### config.mk
export PLATFORM = sky130hd
export DESIGN_NAME = ov_reg_init_seq
export DESIGN_NICKNAME = d
export VERILOG_FILES = /design/src/rtl/ov_reg_init_seq.sv
export SDC_FILE = /design/constraint.sdc
export NUM_CORES = 1
export LEC_CHECK = 0
export ABC_AREA = 1
export CAP_MARGIN = 20
export CORE_UTILIZATION = 24
export DETAILED_ROUTE_END_ITERATION = 12
export GPL_ROUTABILITY_DRIVEN = 0
export GPL_TIMING_DRIVEN = 1
export MAX_ROUTING_LAYER = met4
export SLEW_MARGIN = 10
export SYNTH_ARGS = -nofsm -noshare
export SYNTH_HDL_FRONTEND = slang
export SYNTH_SLANG_ARGS = --single-unit
### constraint.sdc
create_clock -name clk -period 7.48 [get_ports clk]
set_clock_uncertainty 0.2 [all_clocks]
set_input_delay 1.122 -clock clk [delete_from_list [all_inputs] [get_ports clk]]
set_output_delay 1.122 -clock clk [all_outputs]
set_load 0.05 [all_outputs]
### src/rtl/ov_reg_init_seq.sv
// Power-up register sequencer for the OV camera: walks a fixed {subaddr,data}
// table and issues one SCCB write per entry through the ov_sccb master.
module ov_reg_init_seq #(
  parameter logic [7:0] CHIP_ADDR    = 8'h42,
  parameter int         PWRUP_CYCLES = 100000,
  parameter int         GAP_CYCLES   = 16,
  parameter int         DELAY_UNIT   = 100000,
  parameter int         TIMEOUT      = 200000,
  parameter int         ROM_DEPTH    = 64
) (
  input  logic       clk,
  input  logic       reset,
  input  logic       start,
  input  logic       sccb_busy,
  input  logic       sccb_tr_end,
  output logic [7:0] sccb_addr,
  output logic [7:0] sccb_subaddr,
  output logic [7:0] sccb_w_data,
  output logic       sccb_tr_start,
  output logic       busy,
  output logic       done,
  output logic       error,
  output logic [5:0] index
);

  typedef enum logic [3:0] {
    S_IDLE, S_PWRUP, S_FETCH, S_ISSUE, S_WBUSY,
    S_WEND, S_GAP, S_DLY, S_DONE, S_ERROR
  } state_t;

  localparam logic [23:0] PWRUP_LAST = 24'((PWRUP_CYCLES > 0) ? PWRUP_CYCLES - 1 : 0);
  localparam logic [23:0] GAP_LAST   = 24'((GAP_CYCLES > 0) ? GAP_CYCLES - 1 : 0);
  localparam logic [23:0] TO_LAST    = 24'((TIMEOUT > 0) ? TIMEOUT - 1 : 0);
  localparam logic [5:0]  IDX_LAST   = 6'(ROM_DEPTH - 1);

  state_t      state;
  logic [23:0] cnt;
  logic [23:0] dly_last;
  logic        busy_q;
  logic        past_end;

  function automatic logic [15:0] rom(input logic [5:0] i);
    case (i)
      6'd0:    rom = 16'h1280;
      6'd1:    rom = 16'hF001;
      6'd2:    rom = 16'h1204;
      6'd3:    rom = 16'h1101;
      6'd4:    rom = 16'h40D0;
      default: rom = 16'hFFFF;
    endcase
  endfunction

  logic [15:0] ent;
  logic [7:0]  ent_sub, ent_dat;
  logic        at_last;
  logic [5:0]  idx_inc;

  assign ent     = rom(index);
  assign ent_sub = ent[15:8];
  assign ent_dat = ent[7:0];
  assign at_last = (index == IDX_LAST);
  // index saturates; past_end marks that the final slot has been consumed
  assign idx_inc = at_last ? index : index + 6'd1;

  always_ff @(posedge clk or negedge reset) begin
    if (!reset) begin
      state         <= S_IDLE;
      cnt           <= '0;
      dly_last      <= '0;
      busy_q        <= 1'b0;
      past_end      <= 1'b0;
      sccb_addr     <= '0;
      sccb_subaddr  <= '0;
      sccb_w_data   <= '0;
      sccb_tr_start <= 1'b0;
      busy          <= 1'b0;
      done          <= 1'b0;
      error         <= 1'b0;
      index         <= '0;
    end else begin
      busy_q        <= sccb_busy;
      sccb_tr_start <= 1'b0;
      cnt           <= cnt + 24'd1;
      case (state)
        S_IDLE, S_DONE, S_ERROR: if (start) begin
          state    <= S_PWRUP;
          cnt      <= '0;
          index    <= '0;
          past_end <= 1'b0;
          busy     <= 1'b1;
          done     <= 1'b0;
          error    <= 1'b0;
        end
        S_PWRUP: if (cnt >= PWRUP_LAST) state <= S_FETCH;
        S_FETCH: begin
          if (ent_sub == 8'hFF || past_end) begin
            state <= S_DONE;
            busy  <= 1'b0;
            done  <= 1'b1;
          end else if (ent_sub == 8'hF0) begin
            if (ent_dat == 8'h00) begin
              index    <= idx_inc;
              past_end <= at_last;
            end else begin
              state    <= S_DLY;
              cnt      <= '0;
              dly_last <= 24'(ent_dat) * 24'(DELAY_UNIT) - 24'd1;
            end
          end else begin
            state         <= S_ISSUE;
            sccb_addr     <= CHIP_ADDR;
            sccb_subaddr  <= ent_sub;
            sccb_w_data   <= ent_dat;
            sccb_tr_start <= 1'b1;
          end
        end
        // the ISSUE cycle counts as the first cycle of the busy-rise wait
        S_ISSUE: begin
          state <= S_WBUSY;
          cnt   <= 24'd1;
        end
        S_WBUSY: begin
          if (sccb_busy) begin
            state <= sccb_tr_end ? S_GAP : S_WEND;
            cnt   <= '0;
          end else if (cnt >= TO_LAST) begin
            state <= S_ERROR;
            busy  <= 1'b0;
            error <= 1'b1;
          end
        end
        S_WEND: begin
          if (sccb_tr_end || (busy_q && !sccb_busy)) begin
            state <= S_GAP;
            cnt   <= '0;
          end else if (cnt >= TO_LAST) begin
            state <= S_ERROR;
            busy  <= 1'b0;
            error <= 1'b1;
          end
        end
        S_GAP: if (cnt >= GAP_LAST) begin
          state    <= S_FETCH;
          index    <= idx_inc;
          past_end <= at_last;
        end
        S_DLY: if (cnt >= dly_last) begin
          state    <= S_FETCH;
          index    <= idx_inc;
          past_end <= at_last;
        end
        default: state <= S_IDLE;
      endcase
    end
  end

endmodule

==> results.yml <==
run_status:
  outcome: "complete, but fails checks"
  violations: "design-rule violations"
synth:
  ys_types: 48
  yosys_warnings: 0
  syn_inst: 731
  post_synth.cell_area_avg_sq_um: 7.56
  ys_seq_area_frac: 0.321
  synth_area_sq_um: 5530
  ys_seq_elements: 71
detailed_routing:
  via_count: 4633
  wl_met2_microns: 5730
  wire_per_inst_microns: 12.0
  dr.first_iter.drc_count: 225
  wl_met1_microns: 6260
  top_layer: "met4"
  drc: 2
  dr.pass1.iters: 8
  drtAntennaViolNets: 0
  wl_met3_microns: 497
  totalWireLength_microns: 12600
  vias_per_cell: 4.41
final_layout:
  fin_cells: 1051
  drive_gt1_frac: 0.0888
  final_util: 0.283
  finalNetCount: 825
  insertedDiodeCount: 0
  most-common-layout-cells: "nand2_1, inv_1, nor2_1"
  syn2layout_area_growth_pct: 15.7
  final_common_cell: "nand2_1"
clock_tree:
  cts_buffers: 9
  postCtsSetupBuffers: 0
  clock_sinks: 71
  cts_tree: "built"
  clkTransAtPathRegs_ps: 60
  htreeDepth: 3
  clk_latency_ps: 330
  cts_root_buf: "clkbuf_16"
  clk_path_buf_depth: 2
  cts-resized-gates: 0
  holdBufCountCts: 0
sta:
  fmax_mhz: 193
  rsz0062_at_grt: "no"
  maxSlewViolCount: 0
  holdWs_ps: 256
  period_share: 0.693
  worst_pin_slew_ps: 920
  hold_violations: 0
  timing.setup.tns_ps: 0
  maxSlewHeadroom: 0.387
  setup_viol: 0
  finalCriticalPeriod_ps: 5180
grt:
  grt_pass1_vias: 4395
  grt.total_usage: 0.117
  grt.overflow.total: 0
  grt_antenna_before_repair: 0
  grt_pass1_wl_microns: 21700
  grt_max_degree: 72
floorplanning:
  core-area_sq_um: 22600
  dieArea_sq_um: 23600
  die-width_microns: 154
  ioPinCount: 39
  start_util: 0.244
  die_h_microns: 154
  rows: 55
placement:
  placedCellCount: 1035
  portBuffers: 32
  dp_hpwl_microns: 9620
critical_path:
  worstSetupEndpointType: "flop"
  worst_ep_arrival_time_ps: 5200
  critical_path_class: "reg -> reg"
  cp.required_ps: 7500
  crit_fanout: 24
  startpoint_type: "flop"
pwr:
  internal_power_uw: 1330
  seqPwrFrac: 0.183
  power.density_nw_per_um2: 430
  switching_power_uw: 1420
  irDropWorstVdd_uv: 260
  swShare: 0.516
  p_total_uw: 2750
  power_frac_clock: 0.159
  p_leak_uw: 0.00307
  p_comb_frac: 0.659
run:
  max-cap-violations: 0
hold_path:
  worstHoldPathType: "reg -> reg"
## flip-flops by register name, summed over array words and instances, names as in the netlist, 4 cells and up
register	cells
sccb_w_data	4
state	4
sccb_subaddr	6
dly_last	20
cnt	24
index	6
## layout make-up
type	instances	area (sq um)
Sequential cell	71	1780
Timing Repair Buffer	34	333
Clock inverter	5	57.6
Multi-Input combinational cell	526	3180
Inverter	119	447
Tap cell	285	357
Fill cell	2399	16200
Clock buffer	11	243
## per-layer routing
metal,track usage,vias up
li1,-,2423
met1,0.154,2104
met2,0.180,96
met3,0.0231,10
met4,0.0357,0
met5,-,-
## critical path: stages, from the launching register on
cell	delay, ps
dfrtp_1	430
inv_1	110
ha_1	220
o211ai_1	360
nand3_4	350
inv_1	300
nor2_1	130
inv_1	100
ha_1	150
inv_1	70
xor2_1	160
ha_1	190
or2_2	290
ha_1	320
fa_1	440
xor2_1	200
nor2_1	130
inv_1	60
nor2_1	100
nand2_1	120
nor2_2	130
nand3_1	100
nor2_1	140
nand4_1	110
nand3_1	90
nand2_1	50
## Yosys cell counts, drive strengths merged
library cell	count	area (sq um)
a21boi	1	7.51
nor2	97	414
o221ai	2	17.5
nand4	17	106
a211oi	1	12.5
o21ai	34	196
nor4	10	92.6
o22ai	2	12.5
a31oi	6	37.5
nand3	43	243
a2bb2oi	1	8.76
clkbuf	2	7.51
a21oi	30	154
nand2	142	551
dfrtp	71	1780
o31ai	2	15.0
xor2	16	140
buf	18	131
o21a	5	37.5
a32oi	1	8.76
nor3	23	140
or2	9	56.3
fa	3	60.1
and3	1	6.26
nor3b	1	7.51
nand3b	6	45.0
ha	56	701
o2111ai	1	8.76
inv	119	447
xnor2	5	43.8
o21bai	3	22.5
o211ai	2	15.0
conb	1	3.75
## power groups by stage
stage | sequential (uW) | combinational [uW] | clock, uW
after global placement | 509 | 1790 | 0
final | 502 | 1810 | 436
after detailed placement | 511 | 1800 | 0
after floorplan | 606 | 1310 | 0
after global routing | 514 | 2040 | 459
after CTS | 504 | 1810 | 450
## stage by stage
| step | setup WS (ps) | cell area, sq um |
|---|---|---|
| 2_1_floorplan | 2570 | 5550 |
| 3_3_place_gp | 2490 | 6100 |
| 3_5_place_dp | 2350 | 6100 |
| 4_1_cts | 2320 | 6400 |
| 5_1_grt | 1760 | 6400 |
| 6_report | 2300 | 6400 |
## logic make-up (layout without fill, tap and decap cells)
family / after synthesis / count (layout) / share of synthesized area
XOR/XNOR: 21 / 21 / 0.0333
adder cells (fa/ha/maj): 59 / 59 / 0.138
flip-flops: 71 / 71 / 0.321
AND/OR/NAND/NOR: 349 / 349 / 0.301
AO/OA/AOI/OAI: 91 / 91 / 0.100
buffers and inverters: 139 / 169 / 0.106
other: 1 / 6 / 0.000679
## final timing paths
| kind | startpoint | to | slack (ps) | cells after the start |
|---|---|---|---|---|
| min in group asynchronous | reset | dly_last[6] | 720 | 1 |
| max in group asynchronous | reset | sccb_w_data[0] | 5750 | 1 |
| hold / removal | dly_last[7] | dly_last[7] | 260 | 2 |
| hold reg to reg | dly_last[7] | dly_last[7] | 260 | 2 |
| setup reg to reg | index[0] | dly_last[21] | 2300 | 25 |
| setup / recovery | index[0] | dly_last[21] | 2300 | 25 |
Power figures use the tool's default switching activity.
==> RTL change, RTL diff (config.mk and constraints unchanged) <==
Register the input `sccb_tr_end` before use, without a reset. The logic sees it one clock later. The other inputs are not delayed to match.
--- a/src/rtl/ov_reg_init_seq.sv
+++ b/src/rtl/ov_reg_init_seq.sv
@@ -32,6 +32,12 @@
   localparam logic [23:0] GAP_LAST   = 24'((GAP_CYCLES > 0) ? GAP_CYCLES - 1 : 0);
   localparam logic [23:0] TO_LAST    = 24'((TIMEOUT > 0) ? TIMEOUT - 1 : 0);
   localparam logic [5:0]  IDX_LAST   = 6'(ROM_DEPTH - 1);
+
+  logic sccb_tr_end_q;
+
+  always_ff @(posedge clk) begin
+    sccb_tr_end_q <= sccb_tr_end;
+  end
 
   state_t      state;
   logic [23:0] cnt;
@@ -121,7 +127,7 @@
         end
         S_WBUSY: begin
           if (sccb_busy) begin
-            state <= sccb_tr_end ? S_GAP : S_WEND;
+            state <= sccb_tr_end_q ? S_GAP : S_WEND;
             cnt   <= '0;
           end else if (cnt >= TO_LAST) begin
             state <= S_ERROR;
@@ -130,7 +136,7 @@
           end
         end
         S_WEND: begin
-          if (sccb_tr_end || (busy_q && !sccb_busy)) begin
+          if (sccb_tr_end_q || (busy_q && !sccb_busy)) begin
             state <= S_GAP;
             cnt   <= '0;
           end else if (cnt >= TO_LAST) begin
Function: same outputs for any inputs over 10 cycles, from zero or initial values and one cycle with reset low; that may be too few to reach the edited logic, so the function may still have changed.
==> RTL change against the unedited design <==
- final area increased by 0.23%
- critical path depth decreased by 1
- cell count decreased by 0.19%
- non-clock buffer count decreased by 2
- synthesized area increased by 0.25%
- sequential cell count increased by 1
- worst setup slack improved by 0.75 ns
- routed wire length decreased by 0.43%
- global-route usage increased by 0.33 points
- sequential share of layout area increased by 0.25 points
- hold slack improved by 0.027 ns
- highest routed layer unchanged
Power is not shown: default switching activity piles up to over one toggle a cycle in this logic, so the estimate is an artifact.
==> RTL change: results (changes against the unedited design) <==
- Status: finished clean
- Data arrival time of the worst path: 4.47 ns (-0.73 ns)
- Wire length of the first global-routing pass: 22100 microns (+2.2%)
- Fill cells: 2434 (+1.5%)
- Post-synthesis cell type count: 51 (+6.3%)
- Mean number of vias per cell: 4.37 (-0.78%)
- Minimum setup slack among reg-to-reg paths: 3.04 ns (+0.75 ns)
- Clock-cell share: 0.0513 (+0.00438)
- Clock Latency Late Sink: 0.35 ns (+0.02 ns)
- First-pass detailed-route iteration total: 5 (-3)
- Met2 layer usage reported by global route: 0.194 (+0.0145)
- Cells on worst reg2reg path: 24 (-4.0%)
- Initial drt markers: 314 (+40%)
- Met2 Wirelength: 5910 microns (+3.2%)
- Seq area share: 0.280 (+0.00247)
- Cell types with the largest area share after synthesis: sky130_fd_sc_hd__dfrtp_1, sky130_fd_sc_hd__ha_1, sky130_fd_sc_hd__nand2_1, sky130_fd_sc_hd__inv_1, sky130_fd_sc_hd__nor2_1
- Total wire length: 12600 microns (-0.43%)
- Non-Clock Buffer Area Fraction: 0.0496 (-0.00246)
- Synth Area in XOR/XNOR: 0.0427 (+0.00940)
- Maximum single-stage delay on the critical path: 0.42 ns (-0.02 ns)
- Layout cells sized above 1: 0.0942 (+0.00547)
- Part of the Yosys area used for sequential elements: 0.324 (+0.00281)
- Non-clock inverters: 117 (-1.7%)
- Synth Area in Adders: 0.128 (-0.00938)
- Number of multi-input combinational cells in the layout: 527 (+0.19%)
- WL met3: 511 microns (+2.8%)
- Most frequent cells after synthesis: sky130_fd_sc_hd__nand2_1, sky130_fd_sc_hd__inv_1, sky130_fd_sc_hd__nor2_1
- Slowest cell on the critical path: sky130_fd_sc_hd__dfrtp_1
- Multi-input logic area: 3170 sq um (-0.43%)
- Global routing met3 resource utilization: 0.0251 (+0.00197)
- Worst slew margin relative to its limit: 0.366 (-0.0213)
- Net count of the finished layout: 819 (-0.73%)
- Via count of the first global-routing pass: 4606 (+4.8%)
- GRT Total Usage: 0.120 (+0.00332)
- Grt met1 use: 0.144 (-0.00986)
- Total half-perimeter wirelength after legalization and detailed placement: 9710 microns (+0.95%)
- Buffers excl. clock: 32 (-5.9%)
-- RTL change: stage by stage --
stage / hold WS, ns / std cells / cell area [sq um] / setup slack [ns] / util
after floorplan: 0.226 / 737 / 5570 / 3.15 / -
after global placement: 0.248 / 1033 / 6080 / 3.15 / 0.269
after detailed placement: 0.265 / 1033 / 6080 / 3.05 / 0.269
after CTS: 0.281 / 1049 / 6410 / 3.03 / 0.283
after global routing: 0.315 / 1049 / 6410 / 2.64 / 0.283
final: 0.283 / 1049 / 6410 / 3.04 / 0.283
-- RTL change: logic make-up (layout without fill, tap and decap cells) --
| family | count (synthesis) | in the layout |
|---|---|---|
| other | 1 | 8 |
| adders and majority gates | 55 | 55 |
| AOI/OAI and AO/OA | 86 | 86 |
| xor gates and xnor gates | 27 | 27 |
| buffers and inverters | 138 | 165 |
| and+or+nand+nor | 351 | 351 |
| DFF | 72 | 72 |
